===== src/rtl/sys_array_pkg.sv =====
// Shared types and default geometry for the systolic-array feeder.
package sys_array_pkg;

    localparam int unsigned DEF_DATA_WIDTH = 8;
    localparam int unsigned DEF_ARRAY_H    = 4;
    localparam int unsigned DEF_ARRAY_W    = 4;
    localparam int unsigned DEF_CNT_WIDTH  = 16;

    typedef enum logic [2:0] {
        IDLE,
        LOAD_W,
        STREAM,
        FLUSH,
        DONE
    } state_t;

endpackage


===== src/rtl/sys_array_skew_line.sv =====
// Per-row activation delay line: a launch register followed by DEPTH skew stages.
module sys_array_skew_line #(
    parameter int unsigned DATA_WIDTH = 8,
    parameter int unsigned DEPTH      = 0
) (
    input  logic                  clk,
    input  logic                  reset_n,
    input  logic [DATA_WIDTH-1:0] in_data,
    input  logic                  in_valid,
    output logic [DATA_WIDTH-1:0] out_data,
    output logic                  out_valid
);

    logic [DATA_WIDTH-1:0] data_q [DEPTH+1];
    logic [DEPTH:0]        valid_q;

    // Shift data and valid together; synchronous clear drops anything in flight.
    always_ff @(posedge clk) begin
        if (!reset_n) begin
            for (int unsigned i = 0; i <= DEPTH; i++) begin
                data_q[i] <= '0;
            end
            valid_q <= '0;
        end else begin
            data_q[0]  <= in_data;
            valid_q[0] <= in_valid;
            for (int unsigned i = 1; i <= DEPTH; i++) begin
                data_q[i]  <= data_q[i-1];
                valid_q[i] <= valid_q[i-1];
            end
        end
    end

    assign out_data  = data_q[DEPTH];
    assign out_valid = valid_q[DEPTH];

endmodule


===== src/rtl/sys_array_feeder.sv =====
// Feeds a weight-stationary systolic array: loads one weight row per beat,
// then streams input vectors with a per-row diagonal skew and flushes the array.
module sys_array_feeder
    import sys_array_pkg::*;
#(
    parameter int unsigned DATA_WIDTH = DEF_DATA_WIDTH,
    parameter int unsigned ARRAY_H    = DEF_ARRAY_H,
    parameter int unsigned ARRAY_W    = DEF_ARRAY_W,
    parameter int unsigned CNT_WIDTH  = DEF_CNT_WIDTH
) (
    input  logic                          clk,
    input  logic                          reset_n,
    input  logic                          start,
    input  logic [CNT_WIDTH-1:0]          num_vec,
    output logic                          busy,
    output logic                          done,
    input  logic                          w_valid,
    output logic                          w_ready,
    input  logic [ARRAY_W*DATA_WIDTH-1:0] w_data,
    input  logic                          x_valid,
    output logic                          x_ready,
    input  logic [ARRAY_H*DATA_WIDTH-1:0] x_data,
    output logic [ARRAY_H-1:0]            weight_load,
    output logic [ARRAY_W*DATA_WIDTH-1:0] weight_data,
    output logic [ARRAY_H*DATA_WIDTH-1:0] act_data,
    output logic [ARRAY_H-1:0]            act_valid
);

    localparam int unsigned WCW       = (ARRAY_H > 1) ? $clog2(ARRAY_H) : 1;
    localparam int unsigned FLUSH_LEN = ARRAY_H + ARRAY_W - 1;
    localparam int unsigned FCW       = $clog2(FLUSH_LEN + 1);

    state_t               state;
    state_t               state_next;
    logic [CNT_WIDTH-1:0] num_vec_q;
    logic [CNT_WIDTH-1:0] vec_cnt;
    logic [WCW-1:0]       w_cnt;
    logic [FCW-1:0]       f_cnt;
    logic                 w_fire;
    logic                 x_fire;
    logic                 w_last;
    logic                 x_last;
    logic                 f_last;
    logic                 start_job;

    // Ready flags are registered copies of the state, so they double as state decodes.
    assign w_fire    = w_valid & w_ready;
    assign x_fire    = x_valid & x_ready;
    assign w_last    = (w_cnt == WCW'(ARRAY_H - 1));
    assign x_last    = ((vec_cnt + CNT_WIDTH'(1)) == num_vec_q);
    assign f_last    = (f_cnt == FCW'(FLUSH_LEN - 1));
    assign start_job = (state == IDLE) && start;

    // State register.
    always_ff @(posedge clk) begin
        if (!reset_n) begin
            state <= IDLE;
        end else begin
            state <= state_next;
        end
    end

    // Next-state logic.
    always_comb begin
        state_next = state;
        case (state)
            IDLE:    if (start_job) state_next = LOAD_W;
            LOAD_W:  if (w_fire && w_last) state_next = (num_vec_q != '0) ? STREAM : FLUSH;
            STREAM:  if (x_fire && x_last) state_next = FLUSH;
            FLUSH:   if (f_last) state_next = DONE;
            DONE:    state_next = IDLE;
            default: state_next = IDLE;
        endcase
    end

    // Job length latch plus beat and flush counters; counters hold rather than wrap.
    always_ff @(posedge clk) begin
        if (!reset_n) begin
            num_vec_q <= '0;
            vec_cnt   <= '0;
            w_cnt     <= '0;
            f_cnt     <= '0;
        end else if (start_job) begin
            num_vec_q <= num_vec;
            vec_cnt   <= '0;
            w_cnt     <= '0;
            f_cnt     <= '0;
        end else begin
            if (w_fire && !w_last) w_cnt <= w_cnt + WCW'(1);
            if (x_fire && !x_last) vec_cnt <= vec_cnt + CNT_WIDTH'(1);
            if (state == FLUSH) f_cnt <= f_cnt + FCW'(1);
        end
    end

    // Registered status, handshake and weight outputs, decoded from the next state.
    always_ff @(posedge clk) begin
        if (!reset_n) begin
            busy        <= 1'b0;
            done        <= 1'b0;
            w_ready     <= 1'b0;
            x_ready     <= 1'b0;
            weight_load <= '0;
            weight_data <= '0;
        end else begin
            busy        <= (state_next != IDLE);
            done        <= (state_next == DONE);
            w_ready     <= (state_next == LOAD_W);
            x_ready     <= (state_next == STREAM);
            weight_load <= w_fire ? (ARRAY_H'(1) << w_cnt) : '0;
            if (w_fire) weight_data <= w_data;
        end
    end

    // One skew line per row; cycles without a handshake launch a zero bubble.
    for (genvar r = 0; r < ARRAY_H; r++) begin : g_row
        sys_array_skew_line #(
            .DATA_WIDTH (DATA_WIDTH),
            .DEPTH      (r)
        ) u_skew_line (
            .clk       (clk),
            .reset_n   (reset_n),
            .in_data   (x_fire ? x_data[r*DATA_WIDTH +: DATA_WIDTH] : '0),
            .in_valid  (x_fire),
            .out_data  (act_data[r*DATA_WIDTH +: DATA_WIDTH]),
            .out_valid (act_valid[r])
        );
    end

endmodule


===== config.mk =====
export PLATFORM = sky130hd
export DESIGN_NAME = sys_array_feeder
export DESIGN_NICKNAME = d
export VERILOG_FILES = /design/src/rtl/sys_array_pkg.sv /design/src/rtl/sys_array_skew_line.sv /design/src/rtl/sys_array_feeder.sv
export SDC_FILE = /design/constraint.sdc
export NUM_CORES = 1
export LEC_CHECK = 0
export CAP_MARGIN = 20
export CORE_MARGIN = 8
export CORE_UTILIZATION = 48
export DETAILED_ROUTE_END_ITERATION = 16
export GPL_TIMING_DRIVEN = 0
export PLACE_DENSITY = 0.79
export SKIP_CTS_REPAIR_TIMING = 1
export SLEW_MARGIN = 20
export SYNTH_ARGS = -nofsm -noshare
export SYNTH_HDL_FRONTEND = slang
export SYNTH_SLANG_ARGS = --single-unit

===== constraint.sdc =====
create_clock -name clk -period 3 [get_ports clk]
set_input_delay 0.6 -clock clk [delete_from_list [all_inputs] [get_ports clk]]
set_output_delay 0.6 -clock clk [all_outputs]
set_load 0.03 [all_outputs]

* Word-level counts from Yosys, hierarchy flattened *
Memories as Yosys holds them, arrays and structs flattened.
Index checks and enable logic that the tools add are counted.

cells by class
  reduce and logical (&&, ||, !) cells = 13
  equality and inequality tests = 9
  bitwise logic cells = 12
  shifts and indexed selects = 1
  muxes and demuxes = 23
  $add $sub $neg = 3

operator list
  operator                                             count
  two-way mux 8 bit                                    14
  adder 16 x 1 -> 16 bit, second input constant        1
  equality test 16 bit                                 1
  nonzero test 16 bit                                  1
  two-way mux 3 bit                                    4
  case mux 3 bit (4 select lines)                      1
  equality test 3 x 2 -> 1 bit, second input constant  3
  OR 1 bit                                             9
  OR reduction 8 bit                                   1
  equality test 3 x 1 -> 1 bit, second input constant  2
  equality test 3 bit, second input constant           2
  logical AND 1 bit                                    5
  two-way mux 1 bit                                    4
  left shift 1 x 2 -> 4 bit, first input constant      1
  adder 3 x 1 -> 3 bit, second input constant          1
  zero test 3 bit                                      1
  nonzero test 3 bit                                   1
  adder 2 x 1 -> 2 bit, second input constant          1
  bitwise AND 1 bit                                    2
  equality test 2 bit, second input constant           1
  zero test 1 bit                                      2
  AND reduction 2 bit                                  1
  OR reduction 2 bit                                   1
  NOT 1 bit                                            1

storage, ports and cells
  input port bits = 85
  word-level logic and storage cells = 80
  register bits after elaboration = 90
  memories = 4
  memory bits (writable) = 80

memory list
  name                         depth  bits a word  rd ports  clocked after Yosys merged registers in  write ports  line                       RTL
  g_row[3].u_skew_line.data_q  4      8            4         0                                        4            sys_array_skew_line.sv:14  logic [DATA_WIDTH-1:0] data_q [DEPTH+1];
  g_row[2].u_skew_line.data_q  3      8            3         0                                        3            sys_array_skew_line.sv:14
  g_row[1].u_skew_line.data_q  2      8            2         0                                        2            sys_array_skew_line.sv:14
  g_row[0].u_skew_line.data_q  1      8            1         0                                        1            sys_array_skew_line.sv:14

* Depth between registers and ports, before layout *
Gate-level depths: netlist (run 1).

  depth in word-level cells = 6
  gate-level depth with buffers = 10

* Cells and area by module *
From an unflattened synthesis (run 1), not the netlist that was laid out.

unflattened totals
  cells, all modules = 702
  area, all modules = 6683.9 µm²

by module, submodules not included
  module                                       area each (µm²)  times used  cells an instance
  sys_array_feeder                             4061.4           1           500
  sys_array_skew_line at g_row[3].u_skew_line  1006.0           1           75
  sys_array_skew_line at g_row[2].u_skew_line  818.3            1           64
  sys_array_skew_line at g_row[1].u_skew_line  561.8            1           45
  sys_array_skew_line at g_row[0].u_skew_line  236.5            1           18

* Worst setup path before layout (run 1) *
No wires, ideal clock.

  kind = reg2reg
  start = reg vec_cnt[0]
  end = reg vec_cnt[0]
  setup slack = 0.557 ns
  clock period less this slack = 2.443 ns
  setup time = 0.128 ns
  arrival time = 2.315 ns
  stages on the path, launching flop included = 11
  data required time = 2.872 ns
  path buffers = 2
  cell sequence = dfxtp_1 > ha_1 > nand3_1 > buf_2 > a2111oi_0 > o21ai_0 > a211o_1 > o31ai_4 > buf_4 > xor2_1 > nor2_1

on the way
  cells in the longest elaborated chain, start to end = 4

RTL lines
  item                      line                                            RTL
  start, declared           sys_array_feeder.sv:36                          logic [CNT_WIDTH-1:0] vec_cnt;
  start signal, assigned    sys_array_feeder.sv:90                          if (x_fire && !x_last) vec_cnt <= vec_cnt + CNT_WIDTH'(1);
  adder 16 x 1 -> 16 bit *  sys_array_feeder.sv:50, sys_array_feeder.sv:90
  equality test 16 bit      sys_array_feeder.sv:50                          assign x_last = ((vec_cnt + CNT_WIDTH'(1)) == num_vec_q);
  zero test 1 bit           sys_array_feeder.sv:90
  logical AND 1 bit         sys_array_feeder.sv:90

Every way passes the cells marked *; elsewhere a longest branch is shown, timed or not.
A chain may end at the register's enable or synchronous reset.

* Worst setup path in the final report (run 1) *
  start = reg vec_cnt[1]
  end = reg vec_cnt[12]

Same word-level chain as after synthesis.

==> impl_metrics.yaml, run 1 <==
outcome:
  status: "complete, no violations"
worst_setup_path:
  arrival_ns: 3.15
  cp_num_buf_inv: 2
  reg2reg_depth: 10
  path_cells: "ha_2 > nand3_1 > buf_2 > a2111oi_0 > o21ai_0 > a211o_1 > o31ai_4 > buf_4 > o21ai_0 > a21oi_1"
  crit_family: "compound AO/OA/AOI/OAI gates"
  crit_slowest_cell: "dfxtp_1"
  critPathCaptureType: "flip-flop"
  cpMostUsedCell: "o21ai_0"
  start_kind: "flip-flop"
  crit_fanout: 10
  path_class: "reg2reg"
  worstPathRequired_ns: 3.34
  slowest_delay_ns: 0.39
  critical_path_depth: 10
worst_hold_path:
  whs_path_depth: 1
  holdCritPathClass: "reg2reg"
final_layout:
  fin_nets: 906
  multi_input_area_um2: 2490
  final-seq-area_um2: 3280
  area_growth_pct: 39.5
  drive_above_1_share: 0.0807
  n_antenna_cell: 0
  utilization: 0.680
  fillers: 1007
floorplan:
  io_pins: 161
  die_height_um: 129
  core_area_um2: 12500
  initial_utilization: 0.487
  row_count: 41
  fp.dieArea_um2: 16600
  die_x_um: 129
drt:
  routedWlPerCell_um: 15.7
  wl_mm: 15.8
  drcViolationCount: 0
  drtIter0Drc: 324
  vias: 4972
  first_pass_iters: 5
  final_antenna_net_count: 0
  viasPerCell: 4.96
global_routing:
  grt_overflow: 0
  grt_max_degree: 17
  grt_pass1_wl_mm: 25.5
  grt_antenna_before_repair: 0
  grtUsageTotal: 0.196
  grt_pass1_vias: 5063
synth:
  synth.top_cells.by_count: "164 x dfxtp_1, 111 x nand2_1, 86 x and2_1"
  ys_warn_count: 0
  yosysMostFrequentCell: "dfxtp_1"
  yosys.area.top_type_share: 0.538
  yosys_most_used_dff: "dfxtp_1"
  yosysSeqAreaShare: 0.538
  synth_nets: 727
  synth_cell_types: 46
  syn_avg_cell_area_um2: 9.56
  ys_ff_latch: 164
  synthTopCellsByArea: "dfxtp_1 54%, and2_1 8.8%, nand2_1 6.8%"
  netlist_area_um2: 6100
  synthArstFlopShare: 0
  synth_top_area_cell: "dfxtp_1"
  synth_edf_count: 0
  synthCells: 638
cts:
  cts_buffers: 17
  clockBufferDepth: 2
  cts.htree.levels: 4
  cts.sink_count: 164
  root_buffer: "clkbuf_16"
  insertion_delay_ns: 0.42
  cts_tree: "built"
  path_clk_slew_ns: 0.07
power:
  vdd_drop_max_mv: 0.404
  p_leak_uw: 0.00322
  p_per_area_nw_per_um2: 551
place:
  dp_slack_ns: 0.137
  io_buffers: 160
  place.gp.congestion: 0.890
  hpwl_mm: 11.8
timing:
  setup_tns_ns: 0
  layout_setup_ws_ns: 0.198
  max_clock_freq_mhz: 357
  hold_viol: 0
  slew_violations: 0
  slew_headroom: 0.452
  setup_violations: 0
  worst_pin_slew_ns: 0.819
  rsz0062_at_grt: "no"
  min_period_ns: 2.80
  clock_skew_ns: 0.00880
  fin_crit_sh: 0.934
job:
  drv_cap: 0
-- placed cells by master, fill, tap and decap left out, types with 12 or more instances in the layout --
cell | Yosys | layout
clkbuf_16 | 0 | 17
clkdlybuf4s50_1 | 0 | 160
a21oi_1 | 16 | 16
and2_1 | 86 | 86
nor2_1 | 12 | 12
a21boi_0 | 48 | 48
clkbuf_1 | 29 | 31
dfxtp_1 | 164 | 163
buf_4 | 24 | 23
nand2_1 | 111 | 111
-- area by class of cell --
class	instances	share of cell area
flip-flops and latches	164	0.386
plain buffers	58	0.0381
well taps	172	0.0253
clock buffers	19	0.0509
inverters	5	0.00221
clock inverters	13	0.0168
multi-input cells	411	0.293
repair buffers	160	0.188
-- where the power goes --
group / switching (uW) / leakage (uW) / internal, uW
clock: 922 / 0.000273 / 1170
combinational: 169 / 0.00162 / 188
sequential: 30.0 / 0.00133 / 2210
total: 1120 / 0.00322 / 3570
-- metal layers --
metal / GRT usage / vias up / wire length [um]
met1: 0.217 / 2302 / 6490
li1: - / 2481 / -
met2: 0.334 / 168 / 7680
met5: 0 / - / 0
met4: 0.0587 / 0 / 200
met3: 0.0848 / 21 / 1400
-- path summary, 6_finish.rpt --
| path | startpoint | endpoint | slack [ns] |
|---|---|---|---|
| worst min-delay path | g_row[3].u_skew_line.data_q[1][6]$_SDFF_PN0_ | g_row[3].u_skew_line.data_q[2][6]$_SDFF_PN0_ | 0.43 |
| worst min register to register | g_row[3].u_skew_line.data_q[1][6]$_SDFF_PN0_ | g_row[3].u_skew_line.data_q[2][6]$_SDFF_PN0_ | 0.43 |
| worst max-delay path | vec_cnt[1]$_SDFFE_PP0P_ | vec_cnt[12]$_SDFFE_PP0P_ | 0.20 |
| worst max register to register | vec_cnt[1]$_SDFFE_PP0P_ | vec_cnt[12]$_SDFFE_PP0P_ | 0.20 |
-- registers in the layout, summed over array words and instances, names as in the netlist --
register                   count
busy                           1
w_ready                        1
done                           1
g_row.u_skew_line.valid_q      4
weight_data                   32
g_row.u_skew_line.data_q      80
state                          3
vec_cnt                       16
w_cnt                          2
x_ready                        1
f_cnt                          3
num_vec_q                     16
weight_load                    4
-- per-stage QoR --
stage | cell area (um^2) | cells | hold slack (ns) | power, uW
3_5_place_dp | 7920 | 970 | 0.419 | 2650
2_1_floorplan | 6100 | 638 | 0.412 | 2450
3_3_place_gp | 7920 | 970 | 0.414 | 2640
5_1_grt | 8510 | 1002 | 0.440 | 4870
4_1_cts | 8500 | 1002 | 0.434 | 4730
6_report | 8510 | 1002 | 0.432 | 4690
-- kinds of logic after synthesis --
logic type / share of synthesized area
AOI/OAI and AO/OA: 0.123
xor gates and xnor gates: 0.0273
adders and majority gates: 0.00821
buffers and inverters: 0.0556
DFF: 0.538
and+or+nand+nor: 0.247
Note: power is estimated with default switching activity, not from simulation.
==> run 2, diff against run 1 <==
HOLD_SLACK_MARGIN = 0.03   (was default)
==> results of run 2 <==
Same layout as run 1: the final DEF is identical, and so are final timing and power.
